[src/rtl/bus_pkg.sv]
// Shared types and helpers for the bus arbiter/router: FSM state encoding,
// ID field defaults and the destination-ID decode.
package bus_pkg;

   typedef enum logic [1:0] {
      IDLE    = 2'd0,
      ROUTE   = 2'd1,
      DELIVER = 2'd2
   } state_e;

   localparam int          ID_W_DEF     = 8;
   localparam logic [7:0]  BCAST_ID_DEF = 8'hFF;
   localparam int          MAX_DRVRS    = 16;

   // One-hot target for a unicast ID; all zeros when the ID names no driver.
   function automatic logic [MAX_DRVRS-1:0] onehot_id(input logic [31:0] id, input int drvrs);
      logic [MAX_DRVRS-1:0] oh;
      oh = '0;
      if (id < 32'(drvrs)) oh[id[3:0]] = 1'b1;
      return oh;
   endfunction

endpackage

[src/rtl/rr_arbiter.sv]
// Combinational request arbiter: round-robin from ptr (MODE 0) or fixed
// priority with the lowest index winning (MODE 1).
module rr_arbiter #(
   parameter int N    = 4,
   parameter int MODE = 0,
   parameter int PW   = (N > 1) ? $clog2(N) : 1
) (
   input  logic [N-1:0]  req,
   input  logic [PW-1:0] ptr,
   output logic [N-1:0]  gnt,
   output logic [PW-1:0] gnt_idx,
   output logic          any
);

   logic [PW-1:0] idx;

   // The modulo keeps the rotating search inside 0..N-1 for non power-of-two N.
   always_comb begin
      gnt     = '0;
      gnt_idx = '0;
      any     = 1'b0;
      idx     = '0;
      for (int off = 0; off < N; off++) begin
         if (MODE == 0) idx = PW'((int'(ptr) + off) % N);
         else           idx = PW'(off);
         if (!any && req[idx]) begin
            any     = 1'b1;
            gnt_idx = idx;
         end
      end
      if (any) gnt[gnt_idx] = 1'b1;
   end

endmodule

[src/rtl/bs_arbiter_router.sv]
// Shared-bus arbiter/router: pops one packet from a driver FIFO, decodes its
// destination ID and pushes it to one driver or broadcasts to all others.
//
// state   | meaning
// IDLE    | waiting for any pndng; grant, latch head word, pop winner
// ROUTE   | decode ID into target mask, or drop an invalid ID
// DELIVER | wait until no target is full, then push to all targets at once
module bs_arbiter_router
   import bus_pkg::*;
#(
   parameter int              PCKG_SZ  = 16,
   parameter int              DRVRS    = 4,
   parameter int              ID_W     = ID_W_DEF,
   parameter logic [ID_W-1:0] BCAST_ID = ID_W'(BCAST_ID_DEF),
   parameter int              MODE     = 0
) (
   input  logic                            clk,
   input  logic                            reset,
   input  logic [DRVRS-1:0]                pndng,
   input  logic [DRVRS-1:0][PCKG_SZ-1:0]   D_pop,
   output logic [DRVRS-1:0]                pop,
   input  logic [DRVRS-1:0]                full,
   output logic [DRVRS-1:0]                push,
   output logic [DRVRS-1:0][PCKG_SZ-1:0]   D_push,
   output logic                            busy,
   output logic [7:0]                      drop_cnt
);

   localparam int              PW       = $clog2(DRVRS);
   localparam logic [ID_W-1:0] DRVRS_ID = ID_W'(DRVRS);

   state_e               state;
   logic [PCKG_SZ-1:0]   pkt;
   logic [PW-1:0]        rr_ptr;
   logic [PW-1:0]        src;
   logic [DRVRS-1:0]     mask;
   logic [DRVRS-1:0]     gnt;
   logic [PW-1:0]        gnt_idx;
   logic                 any;
   logic [ID_W-1:0]      id;
   logic [MAX_DRVRS-1:0] oh;
   logic [DRVRS-1:0]     mask_uni;
   logic [DRVRS-1:0]     mask_bc;

   rr_arbiter #(.N(DRVRS), .MODE(MODE), .PW(PW)) u_arb (
      .req     (pndng),
      .ptr     (rr_ptr),
      .gnt     (gnt),
      .gnt_idx (gnt_idx),
      .any     (any)
   );

   always_comb begin
      id          = pkt[PCKG_SZ-1 -: ID_W];
      oh          = onehot_id(32'(id), DRVRS);
      mask_uni    = oh[DRVRS-1:0];
      mask_bc     = '1;
      mask_bc[src] = 1'b0;
   end

   assign busy = (state != IDLE);

   always_ff @(posedge clk or negedge reset) begin
      if (!reset) begin
         state    <= IDLE;
         pkt      <= '0;
         rr_ptr   <= '0;
         src      <= '0;
         mask     <= '0;
         pop      <= '0;
         push     <= '0;
         D_push   <= '0;
         drop_cnt <= '0;
      end else begin
         pop  <= '0;
         push <= '0;
         case (state)
            IDLE: begin
               if (any) begin
                  pkt   <= D_pop[gnt_idx];
                  src   <= gnt_idx;
                  pop   <= gnt;
                  state <= ROUTE;
                  if (MODE == 0)
                     rr_ptr <= (gnt_idx == PW'(DRVRS-1)) ? '0 : gnt_idx + 1'b1;
               end
            end
            ROUTE: begin
               if (id < DRVRS_ID) begin
                  mask  <= mask_uni;
                  state <= DELIVER;
               end else if (id == BCAST_ID) begin
                  mask  <= mask_bc;
                  state <= DELIVER;
               end else begin
                  if (drop_cnt != 8'hFF) drop_cnt <= drop_cnt + 8'd1;
                  state <= IDLE;
               end
            end
            DELIVER: begin
               if ((full & mask) == '0) begin
                  push   <= mask;
                  D_push <= {DRVRS{pkt}};
                  state  <= IDLE;
               end
            end
            default: state <= IDLE;
         endcase
      end
   end

endmodule
[config.mk]
export PLATFORM = sky130hd
export DESIGN_NAME = bs_arbiter_router
export DESIGN_NICKNAME = d
export VERILOG_FILES = /design/src/rtl/bus_pkg.sv /design/src/rtl/rr_arbiter.sv /design/src/rtl/bs_arbiter_router.sv
export SDC_FILE = /design/constraint.sdc
export NUM_CORES = 1
export LEC_CHECK = 0
export CAP_MARGIN = 30
export CORE_MARGIN = 2
export CORE_UTILIZATION = 46
export CTS_BUF_LIST = sky130_fd_sc_hd__clkbuf_4
export DETAILED_ROUTE_END_ITERATION = 8
export PLACE_DENSITY = 0.95
export SLEW_MARGIN = 5
export SYNTH_ARGS = -nofsm -noshare
export SYNTH_HDL_FRONTEND = slang
export SYNTH_SLANG_ARGS = --single-unit
export TNS_END_PERCENT = 20
[constraint.sdc]
create_clock -name clk -period 4 [get_ports clk]
set_input_delay 0.8 -clock clk [delete_from_list [all_inputs] [get_ports clk]]
set_output_delay 0.8 -clock clk [all_outputs]
set_load 0.02 [all_outputs]
==> metrics.cfg, run 1 <==
[outcome]
status = complete, no violations

[synth]
netlist_top_cells_area = dfrtp_1, buf_4, mux2_2
synth_area_um2 = 3240
yosysTopAreaCell = dfrtp_1
synth_flop_cell = dfrtp_1
yosys_warnings = 0
synth_cell_type_count = 38
synth_nets = 384
async_flop_share = 1.00
yosysSeqAreaShare = 0.448
avgSynthCellArea_um2 = 10.5
yosysTopAreaCellShare = 0.448
synth.ff_latch_count = 58
synth_edf_count = 0
synthCells = 308

[floorplanning]
die_w_um = 88.0
initial_core_util = 0.477
die_y_um = 88.0
fp.dieArea_um2 = 7740
coreArea_um2 = 6790
rows = 30
io_pins = 155

[placement]
port_buffers = 154
routabilityCongestion = 0.911
post_dp_cell_area_um2 = 4510
dp_slack_ps = 853
placed_cells = 501
hpwlAfterDp_um = 7020

[timing]
whs_ps = 393
hold_viol_final = 0
worst_pin_slew_ps = 870
fin_crit_ps = 2830
slew_headroom = 0.418
worst_slack_ps = 1170
timing.setup.tns_ps = 0
max_freq_mhz = 354
period_share = 0.706
maxSlewViolCount = 0
setup_viol = 0
rsz0062_at_grt = false
fin_worst_skew_ps = 11.0

[route]
postRouteAntennaNets = 0
dr.first_iter.drc_count = 194
wl_um = 9390
vias = 2849
first_pass_iters = 6
via_per_inst = 5.49
drc = 0
post_drt_wl_per_cell_um = 18.1

[critical_path]
crit_chain = clkdlybuf4s50_1 > nand2_1 > a31oi_4 > nand2_4 > mux2_2 > a221o_1
critical_path.top_delay_family = compound AO/OA/AOI/OAI gates
critPathKind = in -> reg
cp.arrival_ps = 3100
required_ps = 4270
cp_slowest_cell = clkdlybuf4s50_1
end_kind = flip-flop
reg2reg_setup_slack_ps = 1590
critPathBufInv = 1
critPathMaxStageDelay_ps = 550
r2r_start = rr_ptr[1]
worstSetupStartpointType = primary input
path_max_fanout = 19
worstSetupStartpoint = pndng[3]

[layout]
syn2layout_area_growth_pct = 43.0
nFillCells = 501
num-nets-final = 494
fin_cells = 519
drive_gt1_frac = 0.149
finalInstanceArea_um2 = 4640
antenna-diode-count = 0
fin_util = 0.683

[power]
p_per_area_nw_per_um2 = 753
p_total_mw = 3.49
p_leak_nw = 1.96
ir_worst_vdd_uv = 405

[clock_network]
clockRootBuffer = clkbuf_4
postCtsSetupBuffers = 0
cts_resized = 0
clk_latency_ps = 390
clk_pin_slew_ps = 100
hold_buffers = 0
cts_max_level = 3
cts_tree = done
cts.path.max_buffers = 2
cts_buffers = 9
clock_sinks = 58

[job]
drv_cap = 0

[global_routing]
antenna_found_initial = 0
grt_max_degree = 34
grt_pass1_wl_um = 14700
track_usage = 0.249
grt_pass1_vias = 2871
grt_overflow = 0

[hold_path]
hp-class = in -> async

-- routing by layer --
layer  track usage  up-vias  routed length (um)
li1              -     1287                   -
met1         0.291     1386                3590
met2         0.442      157                4860
met4        0.0825        0                 181
met5             0        -                   0
met3        0.0697       19                 768
-- final timing paths --
check                              end  cells past startpoint
hold / removal              D_push[55]                      1
max in group asynchronous   D_push[53]                      2
hold reg to reg            drop_cnt[5]                      1
setup reg to reg                pkt[1]                      5
setup / recovery                pkt[1]                      6
min in group clk           drop_cnt[5]                      1
-- synth_stat cells (2+ instances only) --
cell and count:
o21ai_0 23, and2_1 2, mux2_4 7, a221o_1 16, inv_1 9, nand3_1 17, buf_2 2, nand2b_1 5
a21o_1 2, nor2_1 10, mux2_2 29, clkbuf_1 9, buf_4 48, dfrtp_1 58, nand4_1 7, nor3_1 3
ha_1 2, a31oi_1 3, a21oi_1 21, xnor2_1 7, nand2_1 11
-- cell usage in the layout, fill, tap and decap left out, types with 2 or more instances in the layout --
| master | n |
|---|---|
| clkdlybuf4s50_1 | 153 |
| dfrtp_1 | 58 |
| mux2_2 | 29 |
| o21ai_0 | 23 |
| a21oi_1 | 21 |
| nand3_1 | 17 |
| a221o_1 | 16 |
| clkbuf_4 | 12 |
| nand2_1 | 11 |
| nor2_1 | 10 |
| inv_1 | 9 |
| nand4_1 | 7 |
| xnor2_1 | 7 |
| mux2_4 | 7 |
| nand2b_1 | 5 |
| buf_4 | 4 |
| nor3_1 | 3 |
| a31oi_1 | 3 |
| clkinv_2 | 3 |
| a21o_1 | 2 |
| and2_1 | 2 |
| ha_1 | 2 |
-- logic make-up (layout without fill, tap and decap cells) --
| logic type | count (synthesis) | in the layout | synth area share |
|---|---|---|---|
| mux | 36 | 36 | 0.133 |
| buf+inv | 70 | 185 | 0.140 |
| compound gates | 73 | 73 | 0.154 |
| flops | 58 | 58 | 0.448 |
| fa+ha+maj | 2 | 2 | 0.00771 |
| xor+xnor | 7 | 7 | 0.0189 |
| simple gates | 62 | 62 | 0.0988 |
-- registers in the layout (all words and copies together) (netlist names) --
name      cells
push          4
mask          4
rr_ptr        2
drop_cnt      8
D_push       16
state         2
pop           4
pkt          16
src           2
-- power by group --
group | leakage [nW] | internal, mW | switching, mW
sequential | 0.737 | 0.833 | 0.253
clock | 0.0685 | 0.144 | 0.203
combinational | 1.16 | 1.01 | 1.05
total | 1.96 | 1.99 | 1.50
-- final cells by class --
cell class / count / area (um^2) / area share
Clock buffer: 12 / 90.1 / 0.0194
Inverter: 10 / 37.5 / 0.00809
Timing Repair Buffer: 159 / 1580 / 0.341
Clock inverter: 4 / 18.8 / 0.00405
Sequential cell: 58 / 1450 / 0.313
Multi-Input combinational cell: 180 / 1340 / 0.289
Tap cell: 96 / 120 / 0.0259
Power figures use the tool's default switching activity.
==> inputs of run 2 (changes only) <==
--- a/config.mk
+++ b/config.mk
@@ -7,10 +7,10 @@
 export LEC_CHECK = 0
 export CAP_MARGIN = 30
 export CORE_MARGIN = 2
-export CORE_UTILIZATION = 46
+export CORE_UTILIZATION = 42
 export CTS_BUF_LIST = sky130_fd_sc_hd__clkbuf_4
 export DETAILED_ROUTE_END_ITERATION = 8
-export PLACE_DENSITY = 0.95
+export PLACE_DENSITY = 0.9
 export SLEW_MARGIN = 5
 export SYNTH_ARGS = -nofsm -noshare
 export SYNTH_HDL_FRONTEND = slang
==> constraint.sdc (replaced) <==
create_clock -name clk -period 2.8 [get_ports clk]
set_input_delay 0.56 -clock clk [delete_from_list [all_inputs] [get_ports clk]]
set_output_delay 0.56 -clock clk [all_outputs]
set_load 0.02 [all_outputs]
==> run 2 against run 1 <==
  * Final cell count grew 1.7%
  * Clock skew grew 4.5 ps
  * Non-clock buffer count grew 3
  * Power grew 46%
  * Design area grew 1.3%
  * Sequential cell count is the same
  * First-iteration DRC count grew 16%
  * Sequential power grew 42%
  * Critical path type unchanged
  * Highest routed layer unchanged
==> metrics.cfg, run 2 (same netlist as run 1, synthesis figures left out) <==
[floorplanning]
io_pins = 155  ; unchanged
die_y_um = 91.9  ; +4.4%
die_w_um = 91.9  ; +4.4%
initial_core_util = 0.426  ; -0.0510
coreArea_um2 = 7610  ; +12%
fp.dieArea_um2 = 8440  ; +9.1%
rows = 32  ; +6.7%

[critical_path]
worstSetupStartpointType = primary input
critPathMaxStageDelay_ps = 700  ; +150 ps
crit_chain = clkdlybuf4s50_1 > nand2b_1 > o2bb2ai_1 > o211ai_2 > a21oi_1 > a221o_1
path_max_fanout = 18  ; -1
critical_path.top_delay_family = compound AO/OA/AOI/OAI gates
cp.arrival_ps = 2560  ; -540 ps
end_kind = flip-flop
critPathBufInv = 1  ; unchanged
required_ps = 3080  ; -1190 ps
cp_slowest_cell = o211ai_2
critPathKind = in -> reg

[route]
dr.first_iter.drc_count = 225  ; +16%
post_drt_wl_per_cell_um = 17.4  ; -3.8%
wl_um = 9200  ; -2.1%
first_pass_iters = 6  ; unchanged
postRouteAntennaNets = 0  ; unchanged
via_per_inst = 5.30  ; -3.5%
drc = 0  ; unchanged
vias = 2797  ; -1.8%

[timing]
maxSlewViolCount = 0  ; unchanged
hold_viol_final = 0  ; unchanged
fin_crit_ps = 2280
period_share = 0.814
fin_worst_skew_ps = 15.5  ; +4.49 ps
timing.setup.tns_ps = 0  ; unchanged
rsz0062_at_grt = false
setup_viol = 0  ; unchanged
slew_headroom = 0.424  ; +0.00646
max_freq_mhz = 439
worst_pin_slew_ps = 861  ; -9.67 ps

[clock_network]
cts_tree = done
postCtsSetupBuffers = 0  ; unchanged
cts_resized = 0  ; unchanged
cts_buffers = 9  ; unchanged
cts.path.max_buffers = 2  ; unchanged
cts_max_level = 3  ; unchanged
clk_pin_slew_ps = 110  ; about the same
clockRootBuffer = clkbuf_4
clk_latency_ps = 400  ; about the same
clock_sinks = 58  ; unchanged
hold_buffers = 0  ; unchanged

[outcome]
status = complete, no violations

[placement]
hpwlAfterDp_um = 6760  ; -3.8%
post_dp_cell_area_um2 = 4560  ; +1.2%
placed_cells = 511  ; +2.0%
port_buffers = 154  ; unchanged
routabilityCongestion = 0.826  ; -9.3%

[hold_path]
hp-class = in -> async

[power]
p_total_mw = 5.09  ; +46%
switching_share = 0.424  ; -0.00633
p_comb_frac = 0.580  ; -0.010
power_frac_clock = 0.115  ; +0.016
seqPwrFrac = 0.305  ; -0.006
p_per_area_nw_per_um2 = 1080  ; +44%
internal_power_mw = 2.93  ; +47%
power.switching_mw = 2.16  ; +44%
p_leak_nw = 1.99  ; +1.2%
ir_worst_vdd_uv = 514  ; +27%

[layout]
ff_latch_area_um2 = 1450  ; unchanged
layout_common_cells = clkdlybuf4s50_1, dfrtp_1, mux2_2
drive_gt1_frac = 0.155  ; +0.00599
top_regs = D_push: 16 flops, pkt: 16 flops, drop_cnt: 8 flops
nFillCells = 620  ; +24%
num-nets-final = 497  ; +0.61%
fin_cells = 528  ; +1.7%
multi_input_area_um2 = 1340  ; unchanged
syn2layout_area_growth_pct = 44.9
antenna-diode-count = 0  ; unchanged
finalInstanceArea_um2 = 4700  ; +1.3%
final_common_cell = clkdlybuf4s50_1

[global_routing]
grt_max_degree = 31  ; -8.8%
antenna_found_initial = 0  ; unchanged
grt_pass1_wl_um = 14500  ; -1.2%
grt_overflow = 0  ; unchanged
track_usage = 0.223  ; -0.0264
grt_pass1_vias = 2869  ; -0.070%

[job]
drv_cap = 0  ; unchanged

-- run 2: path summary, 6_finish.rpt --
kind                             startpoint     endpoint  slack (ps)  cells past startpoint
worst max register to register    rr_ptr[1]       pkt[0]         710                      5
worst min-delay path                  reset      mask[1]         180                      1
worst min register to register  drop_cnt[7]  drop_cnt[7]         500                      1
max in group asynchronous             reset   D_push[48]        2020                      2
worst max-delay path               pndng[3]       pkt[0]         520                      6
min in group clk                drop_cnt[7]  drop_cnt[7]         500                      1
-- run 2: per-stage QoR --
stage	setup WS, ps	util	hold slack [ps]
finish	520	0.618	180
global route	474	0.618	201
CTS	473	0.617	184
detailed placement	150	0.600	498
global placement	63.0	0.598	487
floorplan	779	-	264
-- run 2: final cells by class --
class / instances / area share
Timing Repair Buffer: 162 / 0.343
Sequential cell: 58 / 0.309
Multi-Input combinational cell: 180 / 0.285
Tap cell: 102 / 0.0271
Clock buffer: 10 / 0.0160
Clock inverter: 6 / 0.0122
Inverter: 10 / 0.00799
-- run 2: power groups by stage --
| stage | clock network, mW | registers, mW | logic, mW |
|---|---|---|---|
| floorplan | 0 | 1.67 | 1.86 |
| global placement | 0 | 1.54 | 2.86 |
| detailed placement | 0 | 1.57 | 2.94 |
| CTS | 0.599 | 1.55 | 2.96 |
| global route | 0.650 | 1.61 | 3.13 |
| finish | 0.587 | 1.55 | 2.95 |
-- run 2: worst register-to-register path: stages, from the launching register on --
cell	delay [ps]
dfrtp_1	430
nand2b_1	230
o2bb2ai_1	140
o211ai_2	700
a21oi_1	150
a221o_1	310
-- run 2: per-layer routing --
layer	global-route usage	vias up	routed length [um]
li1	-	1286	-
met5	0	-	0
met3	0.0698	25	696
met1	0.263	1347	3510
met4	0.0846	0	261
met2	0.381	139	4730
